`config.mk`:
```
export PLATFORM = sky130hd
export DESIGN_NAME = fmap_streamer
export DESIGN_NICKNAME = d
export VERILOG_FILES = /design/src/rtl/cnn_pkg.sv /design/src/rtl/fmap_out_fifo.sv /design/src/rtl/fmap_streamer.sv
export SDC_FILE = /design/constraint.sdc
export NUM_CORES = 1
export LEC_CHECK = 0
export CORE_MARGIN = 3
export CORE_UTILIZATION = 52
export DETAILED_ROUTE_END_ITERATION = 6
export PLACE_DENSITY = 0.8
export SYNTH_ARGS = -nofsm -noshare
export SYNTH_HDL_FRONTEND = slang
export SYNTH_SLANG_ARGS = --single-unit
```
`constraint.sdc`:
```
create_clock -name clk -period 3.2 [get_ports clk]
set_clock_uncertainty 0.1 [all_clocks]
set_input_delay 0.32 -clock clk [delete_from_list [all_inputs] [get_ports clk]]
set_output_delay 0.32 -clock clk [all_outputs]
set_load 0.1 [all_outputs]
```
`src/rtl/cnn_pkg.sv`:
```
// cnn_pkg: shared definitions for the CNN activation path.
//   - default pixel width and feature-map geometry used as parameter defaults
//   - FSM state encoding for fmap_streamer
//   - cnt_width(): counter width able to hold 0..n-1 (minimum 1 bit)
package cnn_pkg;

    localparam int PIX_N       = 16;
    localparam int FMAP_W      = 416;
    localparam int FMAP_H      = 416;
    localparam int FMAP_PAD    = 1;
    localparam int FMAP_ADDR_W = 18;

    typedef enum logic [1:0] {
        IDLE  = 2'd0,
        RUN   = 2'd1,
        DRAIN = 2'd2,
        DONE  = 2'd3
    } fmap_state_e;

    function automatic int cnt_width(input int n);
        return (n > 1) ? $clog2(n) : 1;
    endfunction

endpackage

```
`src/rtl/fmap_out_fifo.sv`:
```
// fmap_out_fifo: 2-entry synchronous FIFO holding output beats of fmap_streamer.
// Ports:
//   clk, rst      clock, synchronous active-high reset (empties the FIFO, clears storage)
//   push, push_data   write one entry (caller guarantees space or a same-cycle pop)
//   pop           remove the head entry (caller guarantees non-empty)
//   rd_data       head entry, straight from storage flops
//   count         occupancy 0..2
module fmap_out_fifo #(
    parameter int DW = 18
) (
    input  logic          clk,
    input  logic          rst,
    input  logic          push,
    input  logic [DW-1:0] push_data,
    input  logic          pop,
    output logic [DW-1:0] rd_data,
    output logic [1:0]    count
);

    logic [DW-1:0] mem_q [2];
    logic [DW-1:0] mem_d [2];
    logic          wr_ptr_q, wr_ptr_d;
    logic          rd_ptr_q, rd_ptr_d;
    logic [1:0]    count_q, count_d;

    // Next-state computation for storage, pointers and occupancy.
    always_comb begin
        mem_d    = mem_q;
        wr_ptr_d = wr_ptr_q;
        rd_ptr_d = rd_ptr_q;
        if (push) begin
            mem_d[wr_ptr_q] = push_data;
            wr_ptr_d        = ~wr_ptr_q;
        end else begin
            wr_ptr_d = wr_ptr_q;
        end
        if (pop) begin
            rd_ptr_d = ~rd_ptr_q;
        end else begin
            rd_ptr_d = rd_ptr_q;
        end
        count_d = count_q + {1'b0, push} - {1'b0, pop};
    end

    // State registers; storage is cleared on reset so the head reads as zero.
    always_ff @(posedge clk) begin
        if (rst) begin
            mem_q[0] <= '0;
            mem_q[1] <= '0;
            wr_ptr_q <= 1'b0;
            rd_ptr_q <= 1'b0;
            count_q  <= 2'd0;
        end else begin
            mem_q    <= mem_d;
            wr_ptr_q <= wr_ptr_d;
            rd_ptr_q <= rd_ptr_d;
            count_q  <= count_d;
        end
    end

    assign rd_data = mem_q[rd_ptr_q];
    assign count   = count_q;

endmodule

```
`src/rtl/fmap_streamer.sv`:
```
// fmap_streamer: reads a W x H feature map from SRAM and streams it in raster
// order over a (W+2*PAD) x (H+2*PAD) padded grid, pad positions reading as 0.
// Ports:
//   clk, rst            clock, synchronous active-high reset (aborts a frame, no done)
//   start, base_addr    launch a frame (only in IDLE); base_addr = address of pixel (0,0)
//   busy, done          frame in progress / one-cycle completion pulse
//   mem_rd_en, mem_addr, mem_rd_data   SRAM read port, data returns one cycle later
//   out_valid, out_ready, out_data, out_last_col, out_last   ready/valid output stream
//   stall_cycles        (only with FMAP_STREAM_STALL_CNT_EN) saturating count of
//                       cycles with out_valid && !out_ready while busy
// Optional feature macro: FMAP_STREAM_STALL_CNT_EN.
module fmap_streamer
    import cnn_pkg::*;
#(
    parameter int N      = PIX_N,
    parameter int W      = FMAP_W,
    parameter int H      = FMAP_H,
    parameter int PAD    = FMAP_PAD,
    parameter int ADDR_W = FMAP_ADDR_W
) (
    input  logic              clk,
    input  logic              rst,
    input  logic              start,
    input  logic [ADDR_W-1:0] base_addr,
    output logic              busy,
    output logic              done,
    output logic              mem_rd_en,
    output logic [ADDR_W-1:0] mem_addr,
    input  logic [N-1:0]      mem_rd_data,
    output logic              out_valid,
    input  logic              out_ready,
    output logic [N-1:0]      out_data,
    output logic              out_last_col,
    output logic              out_last
`ifdef FMAP_STREAM_STALL_CNT_EN
    ,
    output logic [31:0]       stall_cycles
`endif
);

    localparam int WP = W + 2 * PAD;
    localparam int HP = H + 2 * PAD;
    localparam int CW = cnt_width(WP);
    localparam int RW = cnt_width(HP);
    localparam logic [CW-1:0] C_LAST = CW'(WP - 1);
    localparam logic [RW-1:0] R_LAST = RW'(HP - 1);

    fmap_state_e       state_q, state_d;
    logic [RW-1:0]     r_q, r_d;
    logic [CW-1:0]     c_q, c_d;
    logic [ADDR_W-1:0] ptr_q, ptr_d;
    // Issue stage: one position in flight while the SRAM read completes.
    logic              stg_valid_q, stg_valid_d;
    logic              stg_pad_q, stg_pad_d;
    logic              stg_lc_q, stg_lc_d;
    logic              stg_last_q, stg_last_d;

    logic [1:0]        fifo_count_s;
    logic [1:0]        occ_s;
    logic              pop_s;
    logic              credit_ok_s;
    logic              issue_s;
    logic              pad_s;
    logic              drain_empty_s;
    logic [N+1:0]      push_data_s;
    logic [N+1:0]      head_s;

    assign pop_s = out_valid && out_ready;
    // Beats held in the FIFO plus the one in the stage; never exceeds 2.
    assign occ_s       = fifo_count_s + {1'b0, stg_valid_q};
    // A pop this cycle frees the slot the stage will push into next cycle.
    assign credit_ok_s = (occ_s < 2'd2) || ((occ_s == 2'd2) && pop_s);
    assign issue_s     = (state_q == RUN) && credit_ok_s;
    assign pad_s       = (int'(r_q) < PAD) || (int'(r_q) >= H + PAD) ||
                         (int'(c_q) < PAD) || (int'(c_q) >= W + PAD);
    // Frame finishes once the FIFO is empty after this cycle's pop.
    assign drain_empty_s = !stg_valid_q &&
                           ((fifo_count_s == 2'd0) || ((fifo_count_s == 2'd1) && pop_s));

    assign mem_rd_en = issue_s && !pad_s;
    assign mem_addr  = ptr_q;

    // FSM, raster counters, address pointer and issue-stage next state.
    always_comb begin
        state_d     = state_q;
        r_d         = r_q;
        c_d         = c_q;
        ptr_d       = ptr_q;
        stg_valid_d = issue_s;
        stg_pad_d   = pad_s;
        stg_lc_d    = (c_q == C_LAST);
        stg_last_d  = (c_q == C_LAST) && (r_q == R_LAST);
        case (state_q)
            IDLE: begin
                if (start) begin
                    state_d = RUN;
                    r_d     = '0;
                    c_d     = '0;
                    ptr_d   = base_addr;
                end else begin
                    state_d = IDLE;
                end
            end
            RUN: begin
                if (issue_s) begin
                    if (!pad_s) begin
                        ptr_d = ptr_q + ADDR_W'(1);
                    end else begin
                        ptr_d = ptr_q;
                    end
                    if (c_q == C_LAST) begin
                        c_d = '0;
                        if (r_q == R_LAST) begin
                            state_d = DRAIN;
                        end else begin
                            r_d = r_q + RW'(1);
                        end
                    end else begin
                        c_d = c_q + CW'(1);
                    end
                end else begin
                    state_d = RUN;
                end
            end
            DRAIN: begin
                if (drain_empty_s) begin
                    state_d = DONE;
                end else begin
                    state_d = DRAIN;
                end
            end
            DONE: begin
                state_d = IDLE;
            end
            default: begin
                state_d = IDLE;
            end
        endcase
    end

    // Control and stage registers; reset drops any in-flight read.
    always_ff @(posedge clk) begin
        if (rst) begin
            state_q     <= IDLE;
            r_q         <= '0;
            c_q         <= '0;
            ptr_q       <= '0;
            stg_valid_q <= 1'b0;
            stg_pad_q   <= 1'b0;
            stg_lc_q    <= 1'b0;
            stg_last_q  <= 1'b0;
        end else begin
            state_q     <= state_d;
            r_q         <= r_d;
            c_q         <= c_d;
            ptr_q       <= ptr_d;
            stg_valid_q <= stg_valid_d;
            stg_pad_q   <= stg_pad_d;
            stg_lc_q    <= stg_lc_d;
            stg_last_q  <= stg_last_d;
        end
    end

    assign push_data_s = {(stg_pad_q ? N'(0) : mem_rd_data), stg_lc_q, stg_last_q};

    fmap_out_fifo #(
        .DW (N + 2)
    ) u_fifo (
        .clk       (clk),
        .rst       (rst),
        .push      (stg_valid_q),
        .push_data (push_data_s),
        .pop       (pop_s),
        .rd_data   (head_s),
        .count     (fifo_count_s)
    );

    assign out_valid    = (fifo_count_s != 2'd0);
    assign out_data     = head_s[N+1:2];
    assign out_last_col = head_s[1];
    assign out_last     = head_s[0];
    assign busy         = (state_q == RUN) || (state_q == DRAIN);
    assign done         = (state_q == DONE);

`ifdef FMAP_STREAM_STALL_CNT_EN
    logic [31:0] stall_q, stall_d;

    // Saturating stall counter, cleared by an accepted start.
    always_comb begin
        stall_d = stall_q;
        if ((state_q == IDLE) && start) begin
            stall_d = 32'd0;
        end else if (busy && out_valid && !out_ready && (stall_q != 32'hFFFF_FFFF)) begin
            stall_d = stall_q + 32'd1;
        end else begin
            stall_d = stall_q;
        end
    end

    // Stall counter register.
    always_ff @(posedge clk) begin
        if (rst) begin
            stall_q <= 32'd0;
        end else begin
            stall_q <= stall_d;
        end
    end

    assign stall_cycles = stall_q;
`endif

endmodule
```
# ---- Word-level counts from Yosys, hierarchy flattened
# Cells that the tools add are included.
dict set report totals {
  in_bits 38
  reg_bits 82
  word_cells 93
  output_inout_bits 40
}
dict set report op_classes {
  reduce_logical 24
  magnitude_cmp 8
  eq_ne 14
  muxes 25
  addsub 5
  bitwise_logic 4
}
# operator count
set ops {}
lappend ops {{$mux 18} 7}
lappend ops {{$mux 9} 6}
lappend ops {{$bwmux 36} 1}
lappend ops {{$pmux 18 s2} 1}
lappend ops {{$pmux 9 s2} 2}
lappend ops {{$add 18x1->18 const B} 1}
lappend ops {{$add 9x1->9 const B} 2}
lappend ops {{$demux 18 s1} 1}
lappend ops {{$eq 9x9->1 const B} 2}
lappend ops {{$ge 9x9->1 const B} 2}
lappend ops {{$lt 9x1->1 const B} 2}
lappend ops {{$mux 16} 1}
lappend ops {{$ne 2x2->1 const B} 5}
lappend ops {{$logic_and 1x1->1} 8}
lappend ops {{$pmux 2 s4} 1}
lappend ops {{$eq 2x2->1 const B} 3}
lappend ops {{$logic_or 1x1->1} 6}
lappend ops {{$mux 2} 3}
lappend ops {{$ne 3x3->1 const B} 2}
lappend ops {{$reduce_and 5->1} 1}
lappend ops {{$eq 2x1->1 const B} 2}
lappend ops {{$ge 2x2->1 const B} 2}
lappend ops {{$logic_not 2->1} 2}
lappend ops {{$not 1->2} 2}
lappend ops {{other kinds (11)} 15}

# ---- Longest topological paths before layout
# Gate-level depths: netlist (run 1).
dict set report depth {
  word_depth 7
  ltp_mapped 10
  depth_no_buf 8
}

# ---- Modules after synthesis
# From an unflattened synthesis (run 1), not the netlist that was laid out.
dict set report unflattened {
  hier_cells 551
  hier_area_um2 4563.1
}
# mod cells_per_inst n_inst seq_area_each_um2 area_per_inst_um2
set modules_own_cells {}
lappend modules_own_cells {fmap_streamer 356 1 840.8 2778.9}
lappend modules_own_cells {fmap_out_fifo 195 1 800.8 1784.2}

# ---- Worst setup path before layout (run 1)
# OpenSTA, ideal clock, no wires.
dict set report synth_timing {
  path_type {reg-to-output}
  from {reg u_fifo.count_q[1], in the netlist u_fifo.count[1]}
  to {out mem_rd_en}
  path_slack_ns -0.268
  stages_incl_launch_ff 5
  n_path_buf 1
  arrival_ns 3.048
  required_time_ns 2.780
  cell_sequence {dfxtp_1 -> or2_0 -> clkbuf_1 -> o221ai_2 -> nor2_1}
}
dict set report synth_via {
  elab_chain_cells 6
  elab_cells_between_ends 9
  classes_between {1 x add/sub; 1 x order compare; 1 x eq/ne; 6 x reduce/logical}
}
# element line
set synth_lines {}
lappend synth_lines {{start: declaration} fmap_out_fifo.sv:24} ;# logic [1:0] count_q, count_d;
lappend synth_lines {{start signal: assignment} fmap_out_fifo.sv:57} ;# count_q <= count_d;
lappend synth_lines {{$reduce_bool 2->1} fmap_streamer.sv:178} ;# assign out_valid = (fifo_count_s != 2'd0);
lappend synth_lines {{named net out_valid} fmap_streamer.sv:30} ;# output logic out_valid,
lappend synth_lines {{$logic_and 1x1->1} fmap_streamer.sv:68} ;# assign pop_s = out_valid && out_ready;
lappend synth_lines {{$logic_and 1x1->1} fmap_streamer.sv:72} ;# assign credit_ok_s = (occ_s < 2'd2) || ((occ_s == 2'd2) && pop_s);
lappend synth_lines {{$logic_or 1x1->1} fmap_streamer.sv:72}
lappend synth_lines {{$logic_and 1x1->1} fmap_streamer.sv:73} ;# assign issue_s = (state_q == RUN) && credit_ok_s;
lappend synth_lines {{$logic_and 1x1->1} fmap_streamer.sv:80} ;# assign mem_rd_en = issue_s && !pad_s;
lappend synth_lines {{end: declaration} fmap_streamer.sv:27} ;# output logic mem_rd_en,
# The timed path passes the listed nets, and every way through them passes these cells.

# ---- Final worst setup path (run 1)
dict set report layout_timing {
  from {reg c_q[2]}
  to {out mem_rd_en}
}
dict set report layout_via {
  elab_chain_cells 5
  elab_cells_between_ends 6
  classes_between {2 x order compare; 4 x reduce/logical}
}
# element line
set layout_lines {}
lappend layout_lines {{start: declaration} fmap_streamer.sv:50} ;# logic [CW-1:0] c_q, c_d;
lappend layout_lines {{start signal: assignment} fmap_streamer.sv:146} ;# c_q <= '0;
lappend layout_lines {{start signal: assignment} fmap_streamer.sv:155} ;# c_q <= c_d;
lappend layout_lines {{$lt 9x1->1} fmap_streamer.sv:75} ;# (int'(c_q) < PAD) || (int'(c_q) >= W + PAD);
lappend layout_lines {{$logic_or 1x1->1} fmap_streamer.sv:74} ;# assign pad_s = (int'(r_q) < PAD) || (int'(r_q) >= H + PAD) ||
lappend layout_lines {{$logic_or 1x1->1 *} fmap_streamer.sv:75}
lappend layout_lines {{$logic_not 1->1 *} n/a}
lappend layout_lines {{$logic_and 1x1->1 *} fmap_streamer.sv:80}
# Mark *: on every way between the ends. The rest lies on a longest branch, timed or not.

==> results of run 1 <==
[metrics by stage]
stage	instance area, µm²	utilization (%)	hold slack [ns]
after floorplan	4190	-	0.332
after detailed placement	4940	63.6	0.345
after global placement	4940	63.6	0.336
after global routing	5170	66.6	0.339
after CTS	5170	66.6	0.311
final	5170	66.6	0.326
[power breakdown]
part | switching, W | internal (W)
Combinational | 0.000890 | 0.000382
Clock | 0.000413 | 0.000453
Sequential | 0.000139 | 0.00111
[critical path: stages, from the launching register on]
cell and delay [ns]:
dfxtp_1 0.36, or4_1 0.54, or3_1 0.40, mux2_2 0.29, nand2_1 0.08, nor2_2 0.15, buf_12 0.19
[flip-flops by register name, indices dropped and copies added, names as in the netlist, named ones only]
signal	flops
u_fifo.mem_q	36
mem_addr	18
c_q	9
r_q	9
u_fifo.count	2
state_q	1
stg_last_q	1
stg_lc_q	1
stg_pad_q	1
stg_valid_q	1
u_fifo.rd_ptr_q	1
u_fifo.wr_ptr_q	1
[per-layer routing]
layer / vias up / routed length (µm)
met4: 0 / 110
met3: 15 / 508
li1: 1952 / -
met5: - / 0
met2: 117 / 5120
met1: 1881 / 4810
[synth_stat cells (all sizes together) (3+ instances only)]
library cell and instances:
a211oi 3, a21oi 59, and2 5, and3 3, buf 7, clkbuf 20
dfxtp 82, ha 11, inv 9, mux2 20, mux2i 6, nand2 95
nand2b 4, nand3 15, nand4 12, nor2 36, nor2b 22, nor3 10
nor4 9, o211ai 10, o21ai 21, o22ai 3, o311ai 4, o31ai 3
or3 7, or4 4, xnor2 4, xor2 9
[logic make-up (layout without fill, tap and decap cells)]
group | Yosys count | count (layout)
buffers and inverters | 37 | 109
muxes | 26 | 26
and+or+nand+nor | 228 | 228
DFF | 82 | 82
AOI/OAI and AO/OA | 116 | 116
xor gates and xnor gates | 13 | 13
adders and majority gates | 11 | 11
[path summary, 6_finish.rpt]
path	cells past startpoint	startpoint	to	slack (ns)
worst min-delay path	2	rst	stg_valid_q	0.33
worst min register to register	2	u_fifo.mem_q[8]	u_fifo.mem_q[8]	0.36
worst max register to register	7	stg_valid_q	mem_addr[15]	0.55
worst max-delay path	6	c_q[2]	mem_rd_en	0.42
[area by class of cell]
cell class,count,area [µm²],area share [%]
inverter,10,37.5,0.726
clock buffer,9,124,2.40
timing repair buffer,83,738,14.3
sequential,82,1640,31.7
multi-input combinational,394,2400,46.4
tap,102,128,2.47
clock inverter,7,105,2.03
[placed cells by master, fill, tap and decap left out, drive strengths merged, types with 2 or more instances in the layout]
master / instances
o221ai: 2
nor3: 10
inv: 13
nor2: 36
bufinv: 2
buf: 41
o22ai: 3
xnor2: 4
and3: 3
o31ai: 3
nor4: 9
dfxtp: 82
nand3: 15
or2: 2
o311ai: 4
a21oi: 59
xor2: 9
nor2b: 22
and4: 2
nand2b: 4
a211oi: 3
or3: 7
or4: 4
and2: 5
ha: 11
clkbuf: 9
a211o: 2
clkdlybuf4s50: 42
mux2i: 6
mux2: 20
o21ai: 21
nand2: 95
o211ai: 10
nand4: 12
==> impl_metrics.ini, run 1 <==
[clocking]
root_buffer = clkbuf_8
cts-htree-levels = 3
clockBufferDepth = 2
cts_tree = done
ctsResizeCount = 0
hold_buffers = 0
cts_sinks = 82
path_clk_slew_ns = 0.09
cts_made_buffers = 9
postCtsSetupRepairBufs = 0
clock_latency_ns = 0.35

[sta]
max_freq_mhz = 359
final.period_utilization_pct = 87.0
fin_setup_tns_ns = 0
fin_crit_ns = 2.78
max-slew-margin-rel_pct = 35.2
tightest_slew_ns = 0.969
hold_viol = 0
setup_ws_ns = 0.418
setup_viol = 0
drv_slew = 0
rsz0062_at_grt = no

[synthesis]
synth_area_leaders = dfxtp_1 (39%), nand2_1 (8.5%), a21oi_1 (7.1%)
async_flop_share_pct = 0
synth_top_area_share_pct = 39.2
synth_top_cell_by_area = dfxtp_1
synth_fa_ha_area_share_pct = 3.29
ys_seq_elements = 82
synthDistinctLibCells = 54
synth_edf_count = 0
synth_nets = 562
syn-cell-area_um2 = 4190
synth_top_family_by_area = simple AND/OR/NAND/NOR gates
synth_compound_area_share_pct = 17.6
synthSimpleGateAreaFrac_pct = 26.5
avgSynthCellArea_um2 = 8.16
synth-main-ff-cell = dfxtp_1
syn_inst = 513
synthXorXnorAreaFrac_pct = 2.72
ys_seq_area_share_pct = 39.2
muxShareOfSynthArea_pct = 7.11
yosysWarnings = 0

[worst_setup_path]
cp_max_fo = 6
start_kind = flop
endpoint_kind = output port
crit_type = flop to output port
critPathRequiredTime_ns = 2.78
crit_arrival_ns = 2.36

[final_layout]
fin_nets = 629
layout.cells.non_filler = 687
fillers = 662
n_antenna_cell = 0
drive_gt1_share_pct = 15.2
area_growth_pct = 23.5

[drt]
ant_nets = 0
firstDrtPassIters = 5
wirelength_um = 10600
viasPerCell = 5.77
drc = 0
wl_per_cell_um = 15.4
dr.first_iter.drc_count = 208
via_count = 3965

[floorplan]
ios = 78
rows = 32
initial_core_util_pct = 53.9
die_height_um = 95.7
die_area_um2 = 9160
core_region_area_um2 = 7770
die_w_um = 95.7

[global_routing]
grt_max_degree = 35
antenna_found_initial = 0
grt_use_met3_pct = 3.21
grt-ovfl-total = 0
busiest_layer = met2
grt_use_total_pct = 23.0
use_met2_pct = 38.0
grt_first_pass_wirelength_um = 16800
use_met1_pct = 30.6
grt_pass1_vias = 3636

[placement]
place_inst = 671
place_ws_ns = 0.566
place_hpwl_um = 7290
gp_congestion = 0.883
io_buffers = 77

[run]
drv_cap = 0

[power]
total_power_w = 0.00338
p_per_area_nw_per_um2 = 654
p_leak_nw = 1.86
ir_drop_mv = 0.345

[hold_path]
hp-class = primary input to flop

[outcome]
status = completed
Note: power is estimated with default switching activity, not from simulation.
==> inputs of run 2 (changes only) <==
--- a/config.mk
+++ b/config.mk
@@ -7,6 +7,7 @@
 export LEC_CHECK = 0
 export CORE_MARGIN = 3
 export CORE_UTILIZATION = 52
+export CTS_CLUSTER_DIAMETER = 150
 export DETAILED_ROUTE_END_ITERATION = 6
 export PLACE_DENSITY = 0.8
 export SYNTH_ARGS = -nofsm -noshare
==> results of run 2 <==
The final DEF is identical to that of run 1; final timing and power are the same.
==> inputs of run 3 (changes only) <==
--- a/config.mk
+++ b/config.mk
@@ -7,7 +7,6 @@
 export LEC_CHECK = 0
 export CORE_MARGIN = 3
 export CORE_UTILIZATION = 52
-export CTS_CLUSTER_DIAMETER = 150
 export DETAILED_ROUTE_END_ITERATION = 6
 export PLACE_DENSITY = 0.8
 export SYNTH_ARGS = -nofsm -noshare
==> results of run 3 <==
The final DEF is identical to that of run 1; final timing and power are the same.
